`src/rtl/three_way_mux_arbiter.sv`:
```
// Round-robin arbiter for three requesters driving a registered 3:1 mux.
// Ownership is bounded by MAX_HOLD cycles whenever another requester is waiting.
module three_way_mux_arbiter #(
   parameter int MAX_HOLD = 8
) (
   input  logic       clk,
   input  logic       rst_n,
   input  logic [2:0] req,
   input  logic [2:0] din,
   output logic [2:0] gnt,
   output logic       sel1,
   output logic       sel2,
   output logic       busy,
   output logic       dout
);

   typedef enum logic {IDLE, HOLD} state_t;

   localparam logic [7:0] HOLD_LAST = 8'(MAX_HOLD - 1);

   state_t     state, state_nxt;
   logic [1:0] owner, owner_nxt;
   logic [7:0] hold_cnt, hold_cnt_nxt;
   logic [2:0] gnt_nxt;
   logic       sel1_nxt, sel2_nxt, dout_nxt;
   logic [2:0] others;

   // owner doubles as last_owner: it only changes on a new grant
   function automatic logic [1:0] rr_pick(input logic [1:0] last, input logic [2:0] cand);
      logic [1:0] first, second, third;
      case (last)
         2'd0:    begin first = 2'd1; second = 2'd2; third = 2'd0; end
         2'd1:    begin first = 2'd2; second = 2'd0; third = 2'd1; end
         default: begin first = 2'd0; second = 2'd1; third = 2'd2; end
      endcase
      if (cand[first])       rr_pick = first;
      else if (cand[second]) rr_pick = second;
      else                   rr_pick = third;
   endfunction

   function automatic logic [2:0] onehot(input logic [1:0] idx);
      onehot = 3'b001 << idx;
   endfunction

   always_ff @(posedge clk or negedge rst_n) begin
      if (!rst_n) begin
         state    <= IDLE;
         owner    <= 2'd2;
         hold_cnt <= '0;
         gnt      <= '0;
         sel1     <= 1'b0;
         sel2     <= 1'b0;
         dout     <= 1'b0;
      end else begin
         state    <= state_nxt;
         owner    <= owner_nxt;
         hold_cnt <= hold_cnt_nxt;
         gnt      <= gnt_nxt;
         sel1     <= sel1_nxt;
         sel2     <= sel2_nxt;
         dout     <= dout_nxt;
      end
   end

   always_comb begin
      state_nxt    = state;
      owner_nxt    = owner;
      hold_cnt_nxt = hold_cnt;
      others       = req & ~onehot(owner);
      case (state)
         IDLE: begin
            if (req != 3'b000) begin
               state_nxt    = HOLD;
               owner_nxt    = rr_pick(owner, req);
               hold_cnt_nxt = '0;
            end
         end
         HOLD: begin
            if (!req[owner]) begin
               hold_cnt_nxt = '0;
               if (others != 3'b000) owner_nxt = rr_pick(owner, others);
               else                  state_nxt = IDLE;
            end else if (hold_cnt == HOLD_LAST) begin
               // timeout with nobody else waiting re-grants the same owner
               hold_cnt_nxt = '0;
               if (others != 3'b000) owner_nxt = rr_pick(owner, others);
            end else begin
               hold_cnt_nxt = hold_cnt + 8'd1;
            end
         end
         default: state_nxt = IDLE;
      endcase

      gnt_nxt  = (state_nxt == HOLD) ? onehot(owner_nxt) : 3'b000;
      sel1_nxt = (state_nxt == HOLD) && (owner_nxt == 2'd2);
      sel2_nxt = (state_nxt == HOLD) && (owner_nxt == 2'd1);
      dout_nxt = (state == HOLD) ? din[owner] : 1'b0;
   end

   assign busy = (state == HOLD);

endmodule

```
`config.mk`:
```
export PLATFORM = sky130hd
export DESIGN_NAME = three_way_mux_arbiter
export DESIGN_NICKNAME = d
export VERILOG_FILES = /design/src/rtl/three_way_mux_arbiter.sv
export SDC_FILE = /design/constraint.sdc
export NUM_CORES = 1
export LEC_CHECK = 0
export ABC_AREA = 1
export ABC_CLOCK_PERIOD_IN_PS = 1500
export BUFFER_PORTS_ARGS = -buffer_cell sky130_fd_sc_hd__buf_2
export CORE_AREA = 2 2 57 43
export DETAILED_ROUTE_END_ITERATION = 8
export DIE_AREA = 0 0 59 45
export PLACE_DENSITY = 0.64
export SLEW_MARGIN = 40
export SYNTH_ARGS = -nofsm -noshare
export SYNTH_HDL_FRONTEND = slang
export SYNTH_SLANG_ARGS = --single-unit
```
`constraint.sdc`:
```
create_clock -name clk -period 1.5 [get_ports clk]
set_input_delay 0.15 -clock clk [delete_from_list [all_inputs] [get_ports clk]]
set_output_delay 0.15 -clock clk [all_outputs]
set_load 0.005 [all_outputs]
```
Word-level counts from Yosys, hierarchy flattened:

Cells that the tools add are included.

* output and inout bits: 7
* word-level logic and storage cells: 87
* bits in registers: 17

* reduce and logical (&&, ||, !) cells: 5
* bitwise operators: 3
* shifts and indexed selects: 2
* magnitude comparators: 7
* add/sub/neg operators: 1
* muxes and demuxes: 57
* equal/unequal tests: 5

Operators with widths (number)
* $mux W2: 27
* $mux W8: 3
* $lt A2 B3 Y1 const B: 7
* $bmux W1 S2: 8
* $pmux W2 S2: 4
* $pmux W8 S2: 1
* $mux W1: 12
* $add A8 B1 Y8 const B: 1
* $eq A8 B3 Y1 const B: 1
* $reduce_bool A3 Y1: 2
* $shl A1 B2 Y3 const A: 2
* $eq A2 B1 Y1 const B: 2
* $and A3 B3 Y3: 1
* $mux W3: 1
* $not A3 Y3: 1
* $eq A2 B2 Y1 const B: 1
* $logic_and A1 B1 Y1: 2
* $logic_not A2 Y1: 1
* $ne A2 B2 Y1 const B: 1
* $pmux W1 S2: 1
* $not A1 Y1: 1

Longest topological paths before layout:

Gate-level depths: netlist (run 1).

* depth after elaboration: 18
* depth in mapped cells: 12
* depth with buffers taken out: 11

Least setup slack after synthesis (run 1):

OpenSTA, ideal clock, no wires.

* path type: register -> register
* start point: reg owner[1]
* end point: reg gnt[0]
* clock period less this slack: 1.375 ns
* arrival time: 1.306 ns
* cell stages (with the launch flop): 12
* data required time: 1.431 ns
* setup slack: 0.125 ns
* cell sequence: dfstp_2 buf_6 inv_4 nand2_1 nor2_1 nor2_4 nand2_4 nand2_4 nand2_2 nand2_2 inv_2 nor2_2

* cells in the longest elaborated chain, start to end: 16

Ends and longest elaborated chain
* start: declaration: RTL line 22 `logic [1:0] owner, owner_nxt;`
* start signal: assignment: RTL line 56 `owner <= owner_nxt;`
* $eq A2 B1 Y1 or $logic_not A2 Y1 (tied branches): RTL line 31 `case (last)`
* $pmux W2 S2: RTL line 31
* $mux W2: RTL line 81, 86
* $mux W2: RTL line 83 `end else if (hold_cnt == HOLD_LAST) begin`
* $mux W2: RTL line 79 `if (!req[owner]) begin`
* $mux W2: RTL line 70 `case (state)`
* $bmux W1 S2: RTL line 37 `else if (cand[second]) rr_pick = second;`
* $mux W1 (not written as such): RTL line 37
* (+2 left out)
* $mux W2: RTL line 86 `if (others != 3'b000) owner_nxt = rr_pick(owner, others);`
* $mux W2: RTL line 83
* $mux W2: RTL line 79
* $pmux W2 S2 *: RTL line 70
* via owner_nxt[1]: RTL line 22
* $shl A1 B2 Y3 *: RTL line 42 `onehot = 3'b001 << idx;`
* $mux W3 *: RTL line 94 `gnt_nxt = (state_nxt == HOLD) ? onehot(owner_nxt) : 3'b000;`
* via gnt_nxt[0]: RTL line 24 `logic [2:0] gnt_nxt;`
* end signal: assignment: RTL line 58 `gnt <= gnt_nxt;`
* end: declaration: RTL line 10 `output logic [2:0] gnt,`

The timed path passes the listed nets; every way through them passes the cells marked *. The select of a mux whose other input is x is not followed.
A chain may end at the register's enable or synchronous reset.

Final worst setup path (run 1):

Ends and elaborated chain as after synthesis.

==> results.sh, run 1 <==
export IMPL_root_buffer="clkbuf_4"
export IMPL_dr_total_vias=771
export IMPL_setup_violations=2
export IMPL_die_area_mm2=0.002655
export IMPL_wl_per_cell_um=12.21
export IMPL_p_comb_frac=0.581
export IMPL_core_mm2=0.002067
export IMPL_p_switching_mw=0.9203
export IMPL_arrival_ps=1700
export IMPL_p_sw_frac=0.4451
export IMPL_synth_edf_count=0
export IMPL_drtAntennaViolNets=0
export IMPL_num_fill_cells=206
export IMPL_fmax_mhz=659.0
export IMPL_start_util=0.4407
export IMPL_synthFlopType="dfrtp_1"
export IMPL_regArea_um2=377.9
export IMPL_cts_tree="yes"
export IMPL_gp_congestion=0.9129
export IMPL_drt_iter0_markers=17
export IMPL_cts_sinks=15
export IMPL_postLayoutCoreUtil=0.5678
export IMPL_wirelength_um=1954
export IMPL_syn_inst=113
export IMPL_viasPerCell=4.819
export IMPL_grt_pass1_vias=691
export IMPL_status="complete, but fails checks"
export IMPL_fp_dieW_um=59
export IMPL_maxCapViolCount=0
export IMPL_cts_buffer_depth=2
export IMPL_worstSetupPathType="register to register"
export IMPL_tns_ps=-21.09
export IMPL_finClkSkew_ps=0.6353
export IMPL_ys_seq_area_frac=0.4135
export IMPL_hold_viol=0
export IMPL_drive_gt1_frac=0.4632
export IMPL_firstDrtPassIters=4
export IMPL_postSynthNetCount=122
export IMPL_portBuffers=14
export IMPL_final_nets=146
export IMPL_p_leak_nw=0.5897
export IMPL_gr_total_overflow=0
export IMPL_synth_top_cell_by_area="dfrtp_1"
export IMPL_irDropWorstVdd_v=0.0008955
export IMPL_rows=14
export IMPL_seq_power_share=0.309
export IMPL_p_int_mw=1.147
export IMPL_critPathCaptureType="register"
export IMPL_synth_top_area_share=0.3846
export IMPL_gr_usage_all_layers=0.1606
export IMPL_finalWorstSetupSlack_ps=-17.47
export IMPL_cp_start_kind="register"
export IMPL_power_density_mw_per_mm2=1762
export IMPL_grt_pass1_wl_um=3077
export IMPL_period_needed_ps=1517
export IMPL_maxSlewViolCount=0
export IMPL_p_clk_frac=0.110
export IMPL_path_clk_slew_ps=80
export IMPL_yosys_warnings=0
export IMPL_hold_path_class="input pin to register"
export IMPL_multi_input_area_um2=560.5
export IMPL_yosys_top_cells_area="dfrtp_1, nand2_1, nor2_1, xor2_1, nand3_1"
export IMPL_cts_made_buffers=3
export IMPL_ios=15
export IMPL_synth_cell_type_count=22
export IMPL_path_max_fanout=6
export IMPL_grt_setup_unrepaired="true"
export IMPL_antenna_found_initial=0
export IMPL_remaining_drc_errors=0
export IMPL_avgSynthCellArea_um2=8.061
export IMPL_synthTopCellsByCount="nand2_1, dfrtp_1, nor2_1, nand3_1, inv_1"
export IMPL_slew_headroom=0.7710
export IMPL_diodes=0
export IMPL_fp_dieH_um=45
export IMPL_ys_ff_latch=15
export IMPL_syn_area_um2=910.9
export IMPL_synth_most_common_cell="nand2_1"
export IMPL_violations="negative setup slack"
export IMPL_clk_latency_ps=290
export IMPL_min_period_over_period=1.012
export IMPL_worst_slew_pin_slew_ps=343.6
export IMPL_dpl_hpwl_um=1322
export IMPL_async_flop_share=1.000
export IMPL_area_growth_pct=28.85
export IMPL_htreeDepth=1
export IMPL_grt_max_degree=16
export IMPL_critPathRequiredTime_ps=1690
[worst max-delay path: stages (launching register included)]
cell     delay, ps
dfstp_2        620
inv_4           80
nand2_4         60
nand2_2         50
nand2_1         80
nor2_2          50
nor2_4         150
nand2_4         80
nand2_2         80
nand2_4         60
inv_4           70
nor2_4          30
[power groups by stage]
stage / combinational [mW] / sequential [mW] / clock (mW)
6_report: 1.20 / 0.638 / 0.228
5_1_grt: 1.32 / 0.655 / 0.259
4_1_cts: 0.806 / 0.616 / 0.244
3_5_place_dp: 0.773 / 0.631 / 0
3_3_place_gp: 0.774 / 0.630 / 0
2_1_floorplan: 0.666 / 0.596 / 0
[what timing repair did]
item / CTS / global route
cloned: 0 / 0
endpoints found under the hold margin: 14 / 0
pin swaps: 0 / 16
hold buffers: 1 / 0
buffers inserted: 1 / 6
endpoints found under the setup margin: 1 / 5
resized for setup: 1 / 32
[worst paths after layout]
kind / from / to / slack [ps] / cells past startpoint
setup / recovery: owner[1] / gnt[0] / -20 / 11
hold / removal: din[1] / dout / 160 / 5
setup reg to reg: owner[1] / gnt[0] / -20 / 11
hold reg to reg: hold_cnt[0] / hold_cnt[0] / 530 / 1
max in group asynchronous: rst_n / owner[1] / 910 / 2
min in group asynchronous: rst_n / hold_cnt[4] / 290 / 2
[registers in the layout (all words and copies together) (netlist names)]
name / flops
hold_cnt: 8
gnt: 2
owner: 2
busy: 1
dout: 1
sel2: 1
[through the flow]
| step | worst slack [ps] | std cells | hold slack, ps | power (mW) | cell area (um^2) |
|---|---|---|---|---|---|
| final | -17.47 | 160 | 164.8 | 2.068 | 1174 |
| after global placement | 40.25 | 148 | 65.50 | 1.403 | 984.7 |
| after floorplan | 124.7 | 113 | -145.6 | 1.262 | 910.9 |
| after detailed placement | 10.20 | 148 | 66.52 | 1.404 | 984.7 |
| after CTS | 8.369 | 154 | 152.9 | 1.665 | 1031 |
| after global routing | -100.2 | 160 | 190.9 | 2.230 | 1174 |
[cells by family after synthesis]
logic type,count (synthesis),share of synthesized area
AND/OR/NAND/NOR,69,0.3819
adder cells (fa/ha/maj),1,0.01373
AO/OA/AOI/OAI,9,0.06044
buffers and inverters,13,0.07281
XOR/XNOR,6,0.05769
flip-flops,15,0.4135
[cell type report]
cell class,count,share of cell area
inverters,10,0.03625
multi-input cells,85,0.4776
clock buffers,4,0.02239
repair buffers,22,0.1162
flip-flops and latches,15,0.3220
well taps,24,0.02559
[cell usage in the layout (no fill, tap or decap)]
cell type,instances
inv_1,7
nand2_4,6
nor2_2,6
dlygate4sd3_1,1
clkbuf_4,3
nand3_4,1
inv_4,2
xor2_1,6
o21ai_0,1
dfrtp_2,1
o21ai_2,2
nor2_4,6
inv_2,1
nand4_1,1
buf_6,1
a32o_1,1
o21ai_1,2
nand3_2,3
o22ai_1,2
nand3_1,7
dfrtp_1,13
clkbuf_1,1
nand2_1,22
nand2_2,9
ha_2,1
a21boi_1,1
buf_2,14
buf_4,6
dfstp_2,1
nor2_1,8
[routing by layer]
layer	global-route usage	share of wire	wire [um]	up-vias
met5	0	0	0	-
met4	0.04091	0.0072	14	0
met3	0.06017	0.047	92	3
met2	0.2333	0.44	856	16
met1	0.2262	0.51	990	347
li1	-	-	-	405
Power figures use the tool's default switching activity.
==> inputs of run 2 (changes only) <==
Settings changed: PLACE_DENSITY 0.64 to 0.67, TNS_END_PERCENT set to 10.
==> results.sh, run 2 (synthesized netlist as in run 1, its figures left out) <==
export IMPL_fmax_mhz=678.7
export IMPL_maxSlewViolCount=0
export IMPL_final_nets=145
export IMPL_finalWorstSetupSlack_ps=26.68
export IMPL_largest_reg_flops=8
export IMPL_grt_util_met1=0.2297
export IMPL_irDropWorstVdd_v=0.0007421
export IMPL_critPathRequiredTime_ps=1700
export IMPL_diodes=0
export IMPL_cts_buffer_depth=2
export IMPL_grt_pass1_vias=701
export IMPL_root_buffer="clkbuf_4"
export IMPL_regMostFlops="hold_cnt"
export IMPL_min_period_over_period=0.9822
export IMPL_cp_common_cell="nand2_2"
export IMPL_maxCapViolCount=0
export IMPL_post_place_ws_ps=6.838
export IMPL_gp_congestion=0.9089
export IMPL_max_stage_delay_ps=630
export IMPL_area_growth_pct=22.53
export IMPL_use_met3=0.05158
export IMPL_holdPathStages=5
export IMPL_cp_cell_sequence="inv_4 > nand2_2 > nand2_1 > nand2_1 > nor2_2 > nor2_4 > nand2_4 > nand2_2 > nand2_2 > inv_2 > nor2_2"
export IMPL_reg2reg_depth=11
export IMPL_dpl_hpwl_um=1328
export IMPL_final_cell_mix="nand2_1, buf_2, dfrtp_1"
export IMPL_path_depth=11
export IMPL_cts_sinks=15
export IMPL_period_needed_ps=1473
export IMPL_finClkSkew_ps=11.88
export IMPL_num_fill_cells=205
export IMPL_cts_tree="yes"
export IMPL_reg_top3="hold_cnt x8, gnt x2, owner x2"
export IMPL_slew_headroom=0.7838
export IMPL_clk_latency_ps=290
export IMPL_holdWs_ps=156.2
export IMPL_gr_usage_all_layers=0.1647
export IMPL_status="finished clean"
export IMPL_fp_dieW_um=59
export IMPL_grt_max_degree=16
export IMPL_wl_per_cell_um=11.85
export IMPL_hold_viol=0
export IMPL_fp_dieH_um=45
export IMPL_arrival_ps=1670
export IMPL_viasPerCell=4.830
export IMPL_drtAntennaViolNets=0
export IMPL_place_inst=148
export IMPL_path_max_fanout=6
export IMPL_cp_start_kind="register"
export IMPL_fin_area_mm2=0.001116
export IMPL_worst_slew_pin_slew_ps=324.3
export IMPL_grt_setup_unrepaired="true"
export IMPL_critical_path_top_delay_family="flip-flops"
export IMPL_firstDrtPassIters=4
export IMPL_drive_gt1_frac=0.3926
export IMPL_drt_iter0_markers=21
export IMPL_finalNonFillerCells=159
export IMPL_portBuffers=14
export IMPL_antenna_found_initial=0
export IMPL_critical_path_slowest_cell="dfstp_2"
export IMPL_ios=15
export IMPL_htreeDepth=1
export IMPL_met2_usage=0.2378
export IMPL_power_density_mw_per_mm2=1716
export IMPL_rows=14
export IMPL_start_util=0.4407
export IMPL_die_area_mm2=0.002655
export IMPL_top_usage_layer="met2"
export IMPL_gr_total_overflow=0
export IMPL_dr_total_vias=768
export IMPL_final_common_cell="nand2_1"
export IMPL_setup_violations=0
export IMPL_remaining_drc_errors=0
export IMPL_worstSetupPathType="register to register"
export IMPL_p_leak_nw=0.5662
export IMPL_grt_pass1_wl_um=3125
export IMPL_wirelength_um=1884
export IMPL_hold_path_class="input pin to register"
export IMPL_worst_path_buf_inv=2
export IMPL_tns_ps=0
export IMPL_path_clk_slew_ps=90
export IMPL_place_area_um2=984.7
export IMPL_cts_made_buffers=3
export IMPL_core_mm2=0.002067
export IMPL_critPathCaptureType="register"
run 2: power by group:
| group | leakage (nW) | internal (mW) | switching [mW] | total [mW] |
|---|---|---|---|---|
| Combinational | 0.360 | 0.460 | 0.591 | 1.05 |
| Sequential | 0.192 | 0.525 | 0.103 | 0.627 |
| Clock | 0.0150 | 0.104 | 0.134 | 0.237 |
run 2: area by class of cell:
cell class	count	area, um^2	area share
Clock buffer	4	26.28	0.02354
Inverter	10	40.04	0.03587
Multi-Input combinational cell	85	513.0	0.4596
Sequential cell	15	377.9	0.3386
Tap cell	24	30.03	0.02691
Timing Repair Buffer	21	128.9	0.1155
run 2: final timing paths:
| kind | from | end | slack (ps) |
|---|---|---|---|
| max | owner[1] | gnt[0] | 30 |
| min | din[1] | dout | 160 |
| max reg2reg | owner[1] | gnt[0] | 30 |
| min reg2reg | hold_cnt[1] | hold_cnt[1] | 540 |
| max in group asynchronous | rst_n | owner[1] | 940 |
| min in group asynchronous | rst_n | gnt[2] | 270 |
run 2: layer usage:
layer  part of all wire  vias up
met5                  0        -
met4              0.013        0
met2               0.45       22
li1                   -      402
met1               0.49      340
met3              0.043        4
run 2: stage by stage:
step / total power [mW] / util
2_1_floorplan: 1.262 / -
3_3_place_gp: 1.398 / 0.4764
3_5_place_dp: 1.405 / 0.4764
4_1_cts: 1.678 / 0.4988
5_1_grt: 2.073 / 0.5400
6_report: 1.915 / 0.5400
run 2: timing repair:
action | CTS | global route
resized for setup | 1 | 17
endpoints found under the setup margin | 3 | 6
pin swaps | 0 | 15
hold buffers | 1 | 0
buffers inserted | 1 | 5
hold endpoints to repair | 14 | 0
run 2: worst min-delay path, cell delays in order:
cell and delay, ps:
buf_2 70, nand2_1 40, nand3_1 50, nand2_1 50, inv_1 50
==> inputs of run 3 (changes only) <==
Settings changed: CAP_MARGIN set to 20, CELL_PAD_IN_SITES_DETAIL_PLACEMENT set to 0, CELL_PAD_IN_SITES_GLOBAL_PLACEMENT set to 2, CORE_AREA 2 2 57 43 to 2 2 72 53, DIE_AREA 0 0 59 45 to 0 0 74 55, PLACE_DENSITY 0.67 to not set, PLACE_DENSITY_LB_ADDON set to 0.1.
==> results.sh, run 3 (synthesized netlist as in run 1, its figures left out) <==
export IMPL_cts_tree="yes"
export IMPL_firstDrtPassIters=4
export IMPL_dr_total_vias=766
export IMPL_dpl_hpwl_um=1589
export IMPL_critPathCaptureType="register"
export IMPL_setup_violations=0
export IMPL_drive_gt1_frac=0.4286
export IMPL_start_util=0.2678
export IMPL_wirelength_um=2078
export IMPL_worstSetupPathType="register to register"
export IMPL_grt_setup_unrepaired="true"
export IMPL_seq_power_share=0.305
export IMPL_fp_dieW_um=74
export IMPL_slew_headroom=0.7602
export IMPL_final_cell_mix="nand2_1, buf_2, dfrtp_1"
export IMPL_gp_congestion=0.7566
export IMPL_p_int_mw=1.197
export IMPL_cts_made_buffers=3
export IMPL_largest_reg_flops=8
export IMPL_cp_start_kind="register"
export IMPL_min_period_over_period=0.9949
export IMPL_grt_pass1_wl_um=3422
export IMPL_period_needed_ps=1492
export IMPL_path_max_fanout=6
export IMPL_postLayoutCoreUtil=0.3572
export IMPL_p_comb_frac=0.534
export IMPL_multi_input_area_um2=521.8
export IMPL_hold_path_class="input pin to register"
export IMPL_num_fill_cells=357
export IMPL_p_clk_frac=0.161
export IMPL_hold_viol=0
export IMPL_regArea_um2=377.9
export IMPL_drt_iter0_markers=36
export IMPL_critPathRequiredTime_ps=1650
export IMPL_grt_max_degree=16
export IMPL_viasPerCell=4.032
export IMPL_die_area_mm2=0.004070
export IMPL_p_leak_nw=0.6088
export IMPL_place_area_mm2=0.001077
export IMPL_irDropWorstVdd_v=0.0005355
export IMPL_cts_sinks=15
export IMPL_fmax_mhz=670.1
export IMPL_fin_total_pwr_mw=2.051
export IMPL_wl_per_cell_um=10.94
export IMPL_finClkSkew_ps=8.573
export IMPL_holdWs_ps=194.7
export IMPL_reg_top3="hold_cnt x8, gnt x2, owner x2"
export IMPL_p_sw_frac=0.4161
export IMPL_area_growth_pct=33.38
export IMPL_clk_latency_ps=250
export IMPL_rows=18
export IMPL_cts_buffer_depth=2
export IMPL_regMostFlops="hold_cnt"
export IMPL_grt_pass1_vias=702
export IMPL_power_density_mw_per_mm2=1688
export IMPL_gr_usage_all_layers=0.1187
export IMPL_root_buffer="clkbuf_8"
export IMPL_remaining_drc_errors=0
export IMPL_status="finished clean"
export IMPL_core_mm2=0.003401
export IMPL_final_common_cell="nand2_1"
export IMPL_htreeDepth=1
export IMPL_diodes=0
export IMPL_arrival_ps=1640
export IMPL_path_clk_slew_ps=70
export IMPL_portBuffers=14
export IMPL_fp_dieH_um=55
export IMPL_final_nets=150
export IMPL_gr_total_overflow=0
export IMPL_antenna_found_initial=0
export IMPL_p_switching_mw=0.8532
export IMPL_worst_slew_pin_slew_ps=359.7
export IMPL_ios=15
export IMPL_drtAntennaViolNets=0
export IMPL_fin_area_mm2=0.001215
export IMPL_maxSlewViolCount=0
export IMPL_maxCapViolCount=0
==> run 3: changes by cell type in the layout (fill, tap and decap cells not counted), moves of 2 or more <==
cell and delta:
clkbuf_8 +3, clkbuf_4 -3, buf_4 +5, o21ai_0 +2, o21ai_1 -3
==> run 3: power groups by stage <==
stage	Combinational [mW]	Clock (mW)	Sequential [mW]
2_1_floorplan	0.666	0	0.596
3_3_place_gp	0.914	0	0.624
3_5_place_dp	0.890	0	0.623
4_1_cts	0.927	0.345	0.610
5_1_grt	1.22	0.362	0.640
6_report	1.10	0.330	0.626
==> run 3: critical path, stage by stage, from the launching register on <==
cell and delay (ps):
dfstp_2 620, inv_4 70, nand2_2 60, nand2_1 60, nand2_2 60, nor2_2 50
nor2_4 150, nand3_2 150, nand3_4 120, nor2_2 40
==> run 3: per-layer routing <==
metal  up-vias  wire, um  track usage  share of wire
li1        414         -            -              -
met1       337      1194       0.1727           0.57
met2        15       781       0.1622           0.38
met3         0       102      0.04710          0.049
met4         0         0      0.02727              0
met5         -         0            0              0
==> run 3: stage by stage <==
step                worst slack, ps  TNS (ps)  instances
global route                 -77.31    -147.8        190
CTS                           13.83         0        188
detailed placement           -1.079    -1.079        182
floorplan                     124.7         0        113
global placement             -22.46    -22.46        182
finish                        7.585         0        190
==> run 3: timing repair <==
action                                 in CTS  in global routing
setup buffers                               1                  2
endpoints found under the hold margin      14                  0
gates cloned                                0                  0
pin swaps                                   1                 10
hold buffers                                1                  0
setup endpoints to repair                   2                  9
gates resized for setup                     0                 17
==> run 3: path summary, 6_finish.rpt <==
path	start	to	slack, ps	cells after the start
max	owner[1]	gnt[2]	8	9
min	din[1]	dout	190	5
max reg2reg	owner[1]	gnt[2]	8	9
min reg2reg	hold_cnt[7]	hold_cnt[7]	550	2
max in group asynchronous	rst_n	owner[1]	860	2
min in group asynchronous	rst_n	gnt[0]	340	2
==> run 3: final cells by class <==
class,instances,share of cell area
multi-input cells,85,0.4295
clock inverters,1,0.004119
clock buffers,3,0.03399
flip-flops and latches,15,0.3110
inverters,10,0.03296
well taps,50,0.05149
repair buffers,26,0.1370
